--- config.mk ---
export PLATFORM = sky130hd
export DESIGN_NAME = seq_divider
export DESIGN_NICKNAME = d
export VERILOG_FILES = /design/src/rtl/seq_divider.sv
export SDC_FILE = /design/constraint.sdc
export NUM_CORES = 1
export LEC_CHECK = 0
export ABC_AREA = 1
export ABC_CLOCK_PERIOD_IN_PS = 1900
export CAP_MARGIN = 20
export CORE_MARGIN = 2
export CORE_UTILIZATION = 35
export CTS_BUF_LIST = sky130_fd_sc_hd__clkbuf_16
export CTS_CLUSTER_SIZE = 8
export DETAILED_ROUTE_END_ITERATION = 16
export PLACE_DENSITY = 0.69
export SKIP_LAST_GASP = 1
export SYNTH_ARGS = -nofsm -noshare
export SYNTH_HDL_FRONTEND = slang
export SYNTH_SLANG_ARGS = --single-unit
--- constraint.sdc ---
create_clock -name clk -period 1.9 [get_ports clk]
set_clock_uncertainty 0.2 [all_clocks]
set_input_delay 0.475 -clock clk [delete_from_list [all_inputs] [get_ports clk]]
set_output_delay 0.475 -clock clk [all_outputs]
set_load 0.02 [all_outputs]
--- src/rtl/seq_divider.sv ---
// seq_divider: multicycle restoring divider, one quotient bit per cycle, valid/ready on both sides.
// Optional build macro DIV_SIGNED_EN: two's-complement operands/results (magnitude divide + sign fix-up).
module seq_divider #(
  parameter int DIVIDEND_WIDTH = 8,
  parameter int DIVISOR_WIDTH  = 4
) (
  input  logic                      clk,
  input  logic                      reset,
  input  logic                      in_valid,
  output logic                      in_ready,
  input  logic [DIVIDEND_WIDTH-1:0] dividend,
  input  logic [DIVISOR_WIDTH-1:0]  divisor,
  output logic                      out_valid,
  input  logic                      out_ready,
  output logic [DIVIDEND_WIDTH-1:0] quotient,
  output logic [DIVISOR_WIDTH-1:0]  remainder,
  output logic                      div_by_zero
);
  // state  | meaning
  // S_IDLE | waiting for an operation, in_ready high
  // S_CALC | one restoring iteration per cycle
  // S_LOAD | result registers (and sign fix-up) are loaded on leaving this state
  // S_DONE | result valid, held until out_ready
  typedef enum logic [1:0] {S_IDLE, S_CALC, S_LOAD, S_DONE} state_t;

  localparam int CW = (DIVIDEND_WIDTH > 1) ? $clog2(DIVIDEND_WIDTH) : 1;
  localparam logic [CW-1:0] LAST = CW'(DIVIDEND_WIDTH - 1);

  state_t                    r_state;
  state_t                    w_state_nxt;
  logic [DIVIDEND_WIDTH-1:0] r_dq;
  logic [DIVISOR_WIDTH-1:0]  r_part;
  logic [DIVISOR_WIDTH-1:0]  r_dvs;
  logic [CW-1:0]             r_count;
  logic [DIVIDEND_WIDTH-1:0] r_quot;
  logic [DIVISOR_WIDTH-1:0]  r_rem;
  logic                      r_dbz;
  logic [DIVIDEND_WIDTH-1:0] w_mag_a;
  logic [DIVISOR_WIDTH-1:0]  w_mag_b;
  logic [DIVISOR_WIDTH:0]    w_diff;
  logic                      w_ge;
`ifdef DIV_SIGNED_EN
  logic                      r_neg_q;
  logic                      r_neg_r;
`endif

  always_comb begin
    w_mag_a = dividend;
    w_mag_b = divisor;
`ifdef DIV_SIGNED_EN
    if (dividend[DIVIDEND_WIDTH-1]) w_mag_a = -dividend;
    if (divisor[DIVISOR_WIDTH-1])   w_mag_b = -divisor;
`endif
  end

  // Partial remainder stays below the divisor, so the borrow bit alone decides restore vs subtract.
  assign w_diff = {r_part, r_dq[DIVIDEND_WIDTH-1]} - {1'b0, r_dvs};
  assign w_ge   = ~w_diff[DIVISOR_WIDTH];

  always_comb begin
    w_state_nxt = r_state;
    case (r_state)
      S_IDLE:  if (in_valid) w_state_nxt = (divisor == '0) ? S_LOAD : S_CALC;
      S_CALC:  if (r_count == LAST) w_state_nxt = S_LOAD;
      S_LOAD:  w_state_nxt = S_DONE;
      S_DONE:  if (out_ready) w_state_nxt = S_IDLE;
      default: w_state_nxt = S_IDLE;
    endcase
  end

  always_ff @(posedge clk or posedge reset) begin
    if (reset) r_state <= S_IDLE;
    else       r_state <= w_state_nxt;
  end

  always_ff @(posedge clk or posedge reset) begin
    if (reset) begin
      r_dq    <= '0;
      r_part  <= '0;
      r_dvs   <= '0;
      r_count <= '0;
      r_quot  <= '0;
      r_rem   <= '0;
      r_dbz   <= 1'b0;
`ifdef DIV_SIGNED_EN
      r_neg_q <= 1'b0;
      r_neg_r <= 1'b0;
`endif
    end else begin
      case (r_state)
        S_IDLE: begin
          if (in_valid) begin
            r_dq    <= w_mag_a;
            r_dvs   <= w_mag_b;
            r_part  <= '0;
            r_count <= '0;
`ifdef DIV_SIGNED_EN
            r_neg_q <= dividend[DIVIDEND_WIDTH-1] ^ divisor[DIVISOR_WIDTH-1];
            r_neg_r <= dividend[DIVIDEND_WIDTH-1];
`endif
          end
        end
        S_CALC: begin
          r_part  <= w_ge ? w_diff[DIVISOR_WIDTH-1:0] : {r_part[DIVISOR_WIDTH-2:0], r_dq[DIVIDEND_WIDTH-1]};
          r_dq    <= {r_dq[DIVIDEND_WIDTH-2:0], w_ge};
          r_count <= r_count + CW'(1);
        end
        S_LOAD: begin
          if (r_dvs == '0) begin
            r_quot <= '1;
            r_rem  <= '0;
            r_dbz  <= 1'b1;
          end else begin
            r_quot <= r_dq;
            r_rem  <= r_part;
            r_dbz  <= 1'b0;
`ifdef DIV_SIGNED_EN
            if (r_neg_q) r_quot <= -r_dq;
            if (r_neg_r) r_rem  <= -r_part;
`endif
          end
        end
        default: ;
      endcase
    end
  end

  assign in_ready    = (r_state == S_IDLE);
  assign out_valid   = (r_state == S_DONE);
  assign quotient    = r_quot;
  assign remainder   = r_rem;
  assign div_by_zero = r_dbz;
endmodule

==> results.toml, run 1 <==
[clocking]
clk_path_buf_depth = 2
cts_max_level = 2
cts_tree = "yes"
clk_pin_slew_ns = 0.06
cts_buffers = 5
root_buffer = "clkbuf_16"
numClockSinks = 34
clk_latency_ns = 0.28

[place]
gp_congestion = 0.9626
placed_area_mm2 = 0.002276
dp_hpwl_um = 2811
io_buffer_count = 30
dp_cells = 309
dp_slack_ns = -0.05714

[synth]
ys_top_cells_by_area = "dfrtp_1 47%, nand2_1 8.8%, ha_1 7.0%, inv_1 5.6%, nand3_1 4.5%"
syn_inst = 199
syn-num-nets = 226
synth_cell_types = 30
syn-cell-area_mm2 = 0.001798
avgSynthCellArea_um2 = 9.035
synth_edf_count = 0
synth_top_area_share_pct = 47.32
seq_area_frac_synth_pct = 47.32
ys_async_sr_fraction_pct = 100.0
ys_ff_latch = 34
ys.flop_type = "dfrtp_1"
synth_warnings = 0
synth_top_area_cell = "dfrtp_1"

[critical_path]
worstPathMaxFanout = 4
rr_endpoint = "r_part[3]$_DFFE_PP0P_"
critPathRequiredTime_ns = 1.87
endpoint_kind = "flip-flop"
start_kind = "flip-flop"
crit_type = "flip-flop to flip-flop"
ff2ff_path_depth = 12
crit_arrival_ns = 1.85
r2r_slack_ns = 0.02
reg2reg_from = "r_dq[7]$_DFFE_PP0P_"

[layout]
final_cell_mix = "39 x nand2_1, 34 x dfrtp_1, 25 x inv_1"
drive_gt1_share_pct = 22.67
syn2layout_area_growth_pct = 38.48
fin_area_mm2 = 0.002490
layout.nets = 273
antennaDiodeCount = 0
final_common_cell = "nand2_1"
post_layout_nonfiller_instances = 317

[timing]
hold_violations = 0
setup_violations = 0
slew_headroom_pct = 76.87
drv_slew = 0
grt_setup_unrepaired = "true"
layout_setup_ws_ns = 0.02242
max_freq_mhz = 532.6
worst_slew_pin_slew_ns = 0.3459
fin_crit_ns = 1.878
min_period_over_period_pct = 98.82

[pwr]
power_leakage_nw = 1.208
peakVddDrop_v = 0.0008527
power_density_mw_per_mm2 = 1943

[grt]
grt_use_total_pct = 15.20
antenna_found_initial = 0
grt_max_degree = 35
grt.overflow.total = 0
grt_pass1_wl_um = 6492
grt_pass1_vias = 1430

[min_path]
hold_end = "remainder[1]$_DFFE_PP0P_"
hold_class = "flip-flop to flip-flop"
holdPathStages = 2
holdCritStartpoint = "remainder[1]$_DFFE_PP0P_"

[die]
dieArea_mm2 = 0.005727
initial_core_util_pct = 35.66
rows = 26
core_region_area_mm2 = 0.005042
top_level_ports = 31
dieHeight_um = 75.68
fp.dieW_um = 75.68

[route]
drt_wl_total_um = 4012
dr_total_vias = 1506
drtIter0Drc = 111
routedWlPerCell_um = 12.66
vias_per_cell = 4.751
drt_first_pass_iters = 4
drc = 0
ant_nets = 0

[run_status]
status = "finished, final reports clean"

[flow_run]
drv_cap = 0
-- routing by layer --
metal	track usage, %	wire [um]	vias to the layer above
li1	-	-	754
met1	20.27	1893	708
met2	23.38	1851	36
met3	3.836	190	8
met4	6.823	76	0
met5	0	0	-
-- layout make-up --
type                    instances  area [um^2]
fillers                       482         2552
multi-input cells             130        863.3
flip-flops and latches         34        850.8
repair buffers                 45        426.7
clock buffers                   5        125.1
inverters                      30        120.1
well taps                      70        87.58
clock inverters                 3        16.27
-- critical path, cell delays in order, from the launching register on --
cell,delay [ns]
dfrtp_1,0.37
inv_2,0.07
ha_4,0.12
inv_2,0.04
fa_2,0.41
nand2_2,0.07
nand2_2,0.06
nand3_4,0.11
nand3_1,0.11
nand2_1,0.08
inv_1,0.04
nand2_1,0.05
nand2_1,0.04
-- power by group --
| group | switching [mW] | internal, mW | total (mW) |
|---|---|---|---|
| clock network | 0.304 | 0.478 | 0.782 |
| registers | 0.186 | 1.07 | 1.25 |
| logic | 1.63 | 1.17 | 2.80 |
-- registers in the layout, indices dropped and copies added (netlist names) --
| name | cells |
|---|---|
| div_by_zero | 1 |
| quotient | 8 |
| remainder | 4 |
| r_state | 2 |
| r_dvs | 4 |
| r_part | 4 |
| r_count | 3 |
| r_dq | 8 |
-- stage by stage --
stage	total power [mW]	hold WS [ns]	setup TNS [ns]	util [%]
finish	4.839	0.2714	0	49.38
global route	5.240	0.2996	-0.2442	49.38
CTS	4.620	0.2819	-0.04134	47.77
detailed placement	3.872	0.2671	-0.1421	45.14
global placement	3.824	0.2684	-0.003533	45.14
floorplan	3.044	0.2530	0	-
-- how the worst max path moves through the flow --
| stage | depth (start not counted) | slack, ns | from | endpoint |
|---|---|---|---|---|
| floorplan | 10 | 0.006 | r_dq[7]$_DFFE_PP0P_ | r_dq[0]$_DFFE_PP0P_ |
| global placement | 3 | -0.004 | r_state[0]$_DFFE_PP0P_ | in_ready |
| detailed placement | 10 | -0.06 | r_dq[7]$_DFFE_PP0P_ | r_part[0]$_DFFE_PP0P_ |
| CTS | 3 | -0.04 | r_state[1]$_DFFE_PP0P_ | in_ready |
| global route | 9 | -0.07 | r_dq[7]$_DFFE_PP0P_ | r_part[1]$_DFFE_PP0P_ |
| finish | 12 | 0.02 | r_dq[7]$_DFFE_PP0P_ | r_part[3]$_DFFE_PP0P_ |
-- kinds of logic (layout without fill, tap and decap cells) --
kind of cell	after synthesis	count (layout)	share of synthesized area [%]
buffers and inverters	35	83	8.768
and+or+nand+nor	75	75	18.16
DFF	34	34	47.32
muxes	1	1	0.6263
adders and majority gates	11	11	8.072
AOI/OAI and AO/OA	42	42	16.56
xor gates and xnor gates	1	1	0.4872
-- cell usage after synthesis, types with 2 or more instances --
| cell type | n |
|---|---|
| a21oi_1 | 3 |
| dfrtp_1 | 34 |
| buf_2 | 2 |
| a22o_1 | 2 |
| inv_2 | 2 |
| nand3_2 | 2 |
| o211ai_1 | 8 |
| o21ai_2 | 9 |
| o21ai_0 | 10 |
| o21ai_1 | 2 |
| a31oi_1 | 5 |
| nand2_1 | 42 |
| inv_1 | 27 |
| ha_1 | 10 |
| nand3_1 | 16 |
| nor2_1 | 11 |
-- what timing repair did --
action | 4_1_cts | 5_1_grt
buffers inserted | 0 | 0
gates resized for setup | 13 | 24
hold buffers | 0 | 0
pin swaps | 0 | 7
hold endpoints to repair | 0 | 0
setup endpoints to repair | 16 | 11
(Power assumes the default switching activity.)
==> inputs of run 2 (changes only) <==
- CTS_CLUSTER_SIZE: 8 -> unset
==> results of run 2 <==
Final layout, timing and power as in run 1 (identical DEF).
==> inputs of run 3 (changes only) <==
- ABC_CLOCK_PERIOD_IN_PS: 1900 -> 1600
- clock period: 1.9 -> 1.6 ns (I/O delays scaled with it)
==> run 3 against run 2 <==
  * The flow now finishes with violations (setup timing)
  * Worst hold slack got worse by 0.0082 ns
  * Fmax is 2.9% higher
  * Sequential power is 19% higher
  * Die area stayed put
  * Clock power is 16% higher
  * Via count rose by 2.4%
  * Worst setup slack got worse by 0.25 ns
  * Sequential share of layout area is 2.4 points lower
  * Utilization increased by 3.7 points
  * Critical endpoint is now r_part[0]$_DFFE_PP0P_
  * Largest cell class unchanged
==> results.toml, run 3 (synthesized netlist as in run 1, its figures left out) <==
[route]
drt_wl_total_um = 4166
vias_per_cell = 4.645
drt_first_pass_iters = 4
drc = 0
routedWlPerCell_um = 12.55
ant_nets = 0
dr_total_vias = 1542
drtIter0Drc = 99

[critical_path]
worstPathMaxFanout = 6
critPathRequiredTime_ns = 1.56
ff2ff_path_depth = 10
start_kind = "flip-flop"
crit_type = "flip-flop to flip-flop"
crit_arrival_ns = 1.79
endpoint_kind = "flip-flop"

[layout]
layout.nets = 288
syn2layout_area_growth_pct = 48.78
antennaDiodeCount = 0
final_cell_mix = "38 x nand2_1, 34 x dfrtp_1, 24 x inv_1, 24 x buf_4, 15 x clkdlybuf4s50_1"
final.fill_count = 465
final_common_cell = "nand2_1"
drive_gt1_share_pct = 30.15
final_core_utilization_pct = 53.05

[clocking]
cts_max_level = 2
holdBufCountCts = 0
cts_tree = "yes"
clk_path_buf_depth = 2
root_buffer = "clkbuf_16"
clk_latency_ns = 0.27
numClockSinks = 34
cts_buffers = 5
clk_pin_slew_ns = 0.05

[grt]
grtUsageMet3_pct = 3.571
use_met2_pct = 26.28
grt_busiest_layer = "met2"
grt_pass1_vias = 1520
grt_pass1_wl_um = 6782
antenna_found_initial = 0
use_met1_pct = 20.62
grt_max_degree = 35
grt_use_total_pct = 15.95
grt.overflow.total = 0

[pwr]
p_int_mw = 3.548
p_comb_share_pct = 61.4
p_switching_mw = 2.671
power_leakage_nw = 1.261
seq_power_share_pct = 24.0
peakVddDrop_v = 0.001034
power_density_mw_per_mm2 = 2325
pwr-share-clk_pct = 14.6
p_sw_share_pct = 42.95

[timing]
min_period_over_period_pct = 114.1
hold_violations = 0
slew_headroom_pct = 84.89
finalSetupTns_ns = -1.161
max_freq_mhz = 547.8
worst_slew_pin_slew_ns = 0.2243
setup_violations = 15
layout_setup_ws_ns = -0.2253
grt_setup_unrepaired = "true"
drv_slew = 0
fin_crit_ns = 1.825

[place]
dp_hpwl_um = 2904
gp_congestion = 0.8559
io_buffer_count = 30

[run_status]
violations = "setup timing"
status = "complete, but fails checks"

[die]
rows = 26
fp.dieW_um = 75.68
dieHeight_um = 75.68
core_region_area_mm2 = 0.005042
dieArea_mm2 = 0.005727
top_level_ports = 31
initial_core_util_pct = 35.66

[min_path]
hold_class = "input port to async pin"

[flow_run]
drv_cap = 0
==> run 3: worst max-delay path: stages (launching register included) <==
cell and delay, ns:
dfrtp_1 0.37, inv_2 0.08, ha_4 0.14, inv_4 0.03, fa_2 0.37, nand3_2 0.10, nand3_4 0.11, nand2_4 0.11
nand2_1 0.07, nand3_1 0.08, o21ai_2 0.06
==> run 3: power by group through the flow <==
| stage | registers, mW | clock network, mW | logic, mW |
|---|---|---|---|
| CTS | 1.49 | 0.926 | 3.59 |
| finish | 1.49 | 0.906 | 3.82 |
| floorplan | 1.64 | 0 | 2.14 |
| detailed placement | 1.50 | 0 | 3.47 |
| global route | 1.53 | 0.970 | 4.23 |
| global placement | 1.48 | 0 | 3.41 |
==> run 3: repair_timing <==
item	in CTS	in global routing
gates cloned	1	0
pin swaps	1	3
endpoints found under the setup margin	41	35
endpoints found under the hold margin	0	0
buffers inserted	2	3
resized for setup	36	23
==> run 3: area by class of cell <==
class | count | area [um^2] | area share [%]
Clock buffer | 5 | 125.1 | 4.677
Clock inverter | 3 | 12.51 | 0.4677
Inverter | 30 | 130.1 | 4.864
Multi-Input combinational cell | 130 | 920.9 | 34.42
Sequential cell | 34 | 850.8 | 31.81
Tap cell | 70 | 87.58 | 3.274
Timing Repair Buffer | 59 | 539.3 | 20.16
Timing Repair inverter | 1 | 8.758 | 0.3274
==> run 3: worst paths after layout <==
path                       slack [ns]                     from                      end
hold / removal                   0.26                    reset      r_dq[4]$_DFFE_PP0P_
max in group asynchronous        0.76                    reset    r_part[3]$_DFFE_PP0P_
hold reg to reg                  0.28  div_by_zero$_DFFE_PP0P_  div_by_zero$_DFFE_PP0P_
min in group clk                 0.28  div_by_zero$_DFFE_PP0P_  div_by_zero$_DFFE_PP0P_
setup / recovery                -0.23      r_dq[7]$_DFFE_PP0P_    r_part[0]$_DFFE_PP0P_
setup reg to reg                -0.23      r_dq[7]$_DFFE_PP0P_    r_part[0]$_DFFE_PP0P_
==> run 3: per-stage QoR <==
step	hold slack, ns	power [mW]	setup WS, ns	std cells	cell area, um^2
after floorplan	0.2530	3.781	-0.1759	199	1853
after global placement	0.2684	4.893	-0.2283	319	2404
after detailed placement	0.2696	4.965	-0.2543	319	2404
after CTS	0.2742	6.000	-0.2004	330	2591
after global routing	0.2968	6.728	-0.3160	332	2675
final	0.2632	6.219	-0.2253	332	2675
==> run 3: routing by layer <==
| metal | vias up | wire length, um |
|---|---|---|
| met1 | 715 | 1948 |
| met2 | 35 | 1980 |
| met3 | 7 | 173 |
| li1 | 785 | - |
| met5 | - | 0 |
| met4 | 0 | 64 |
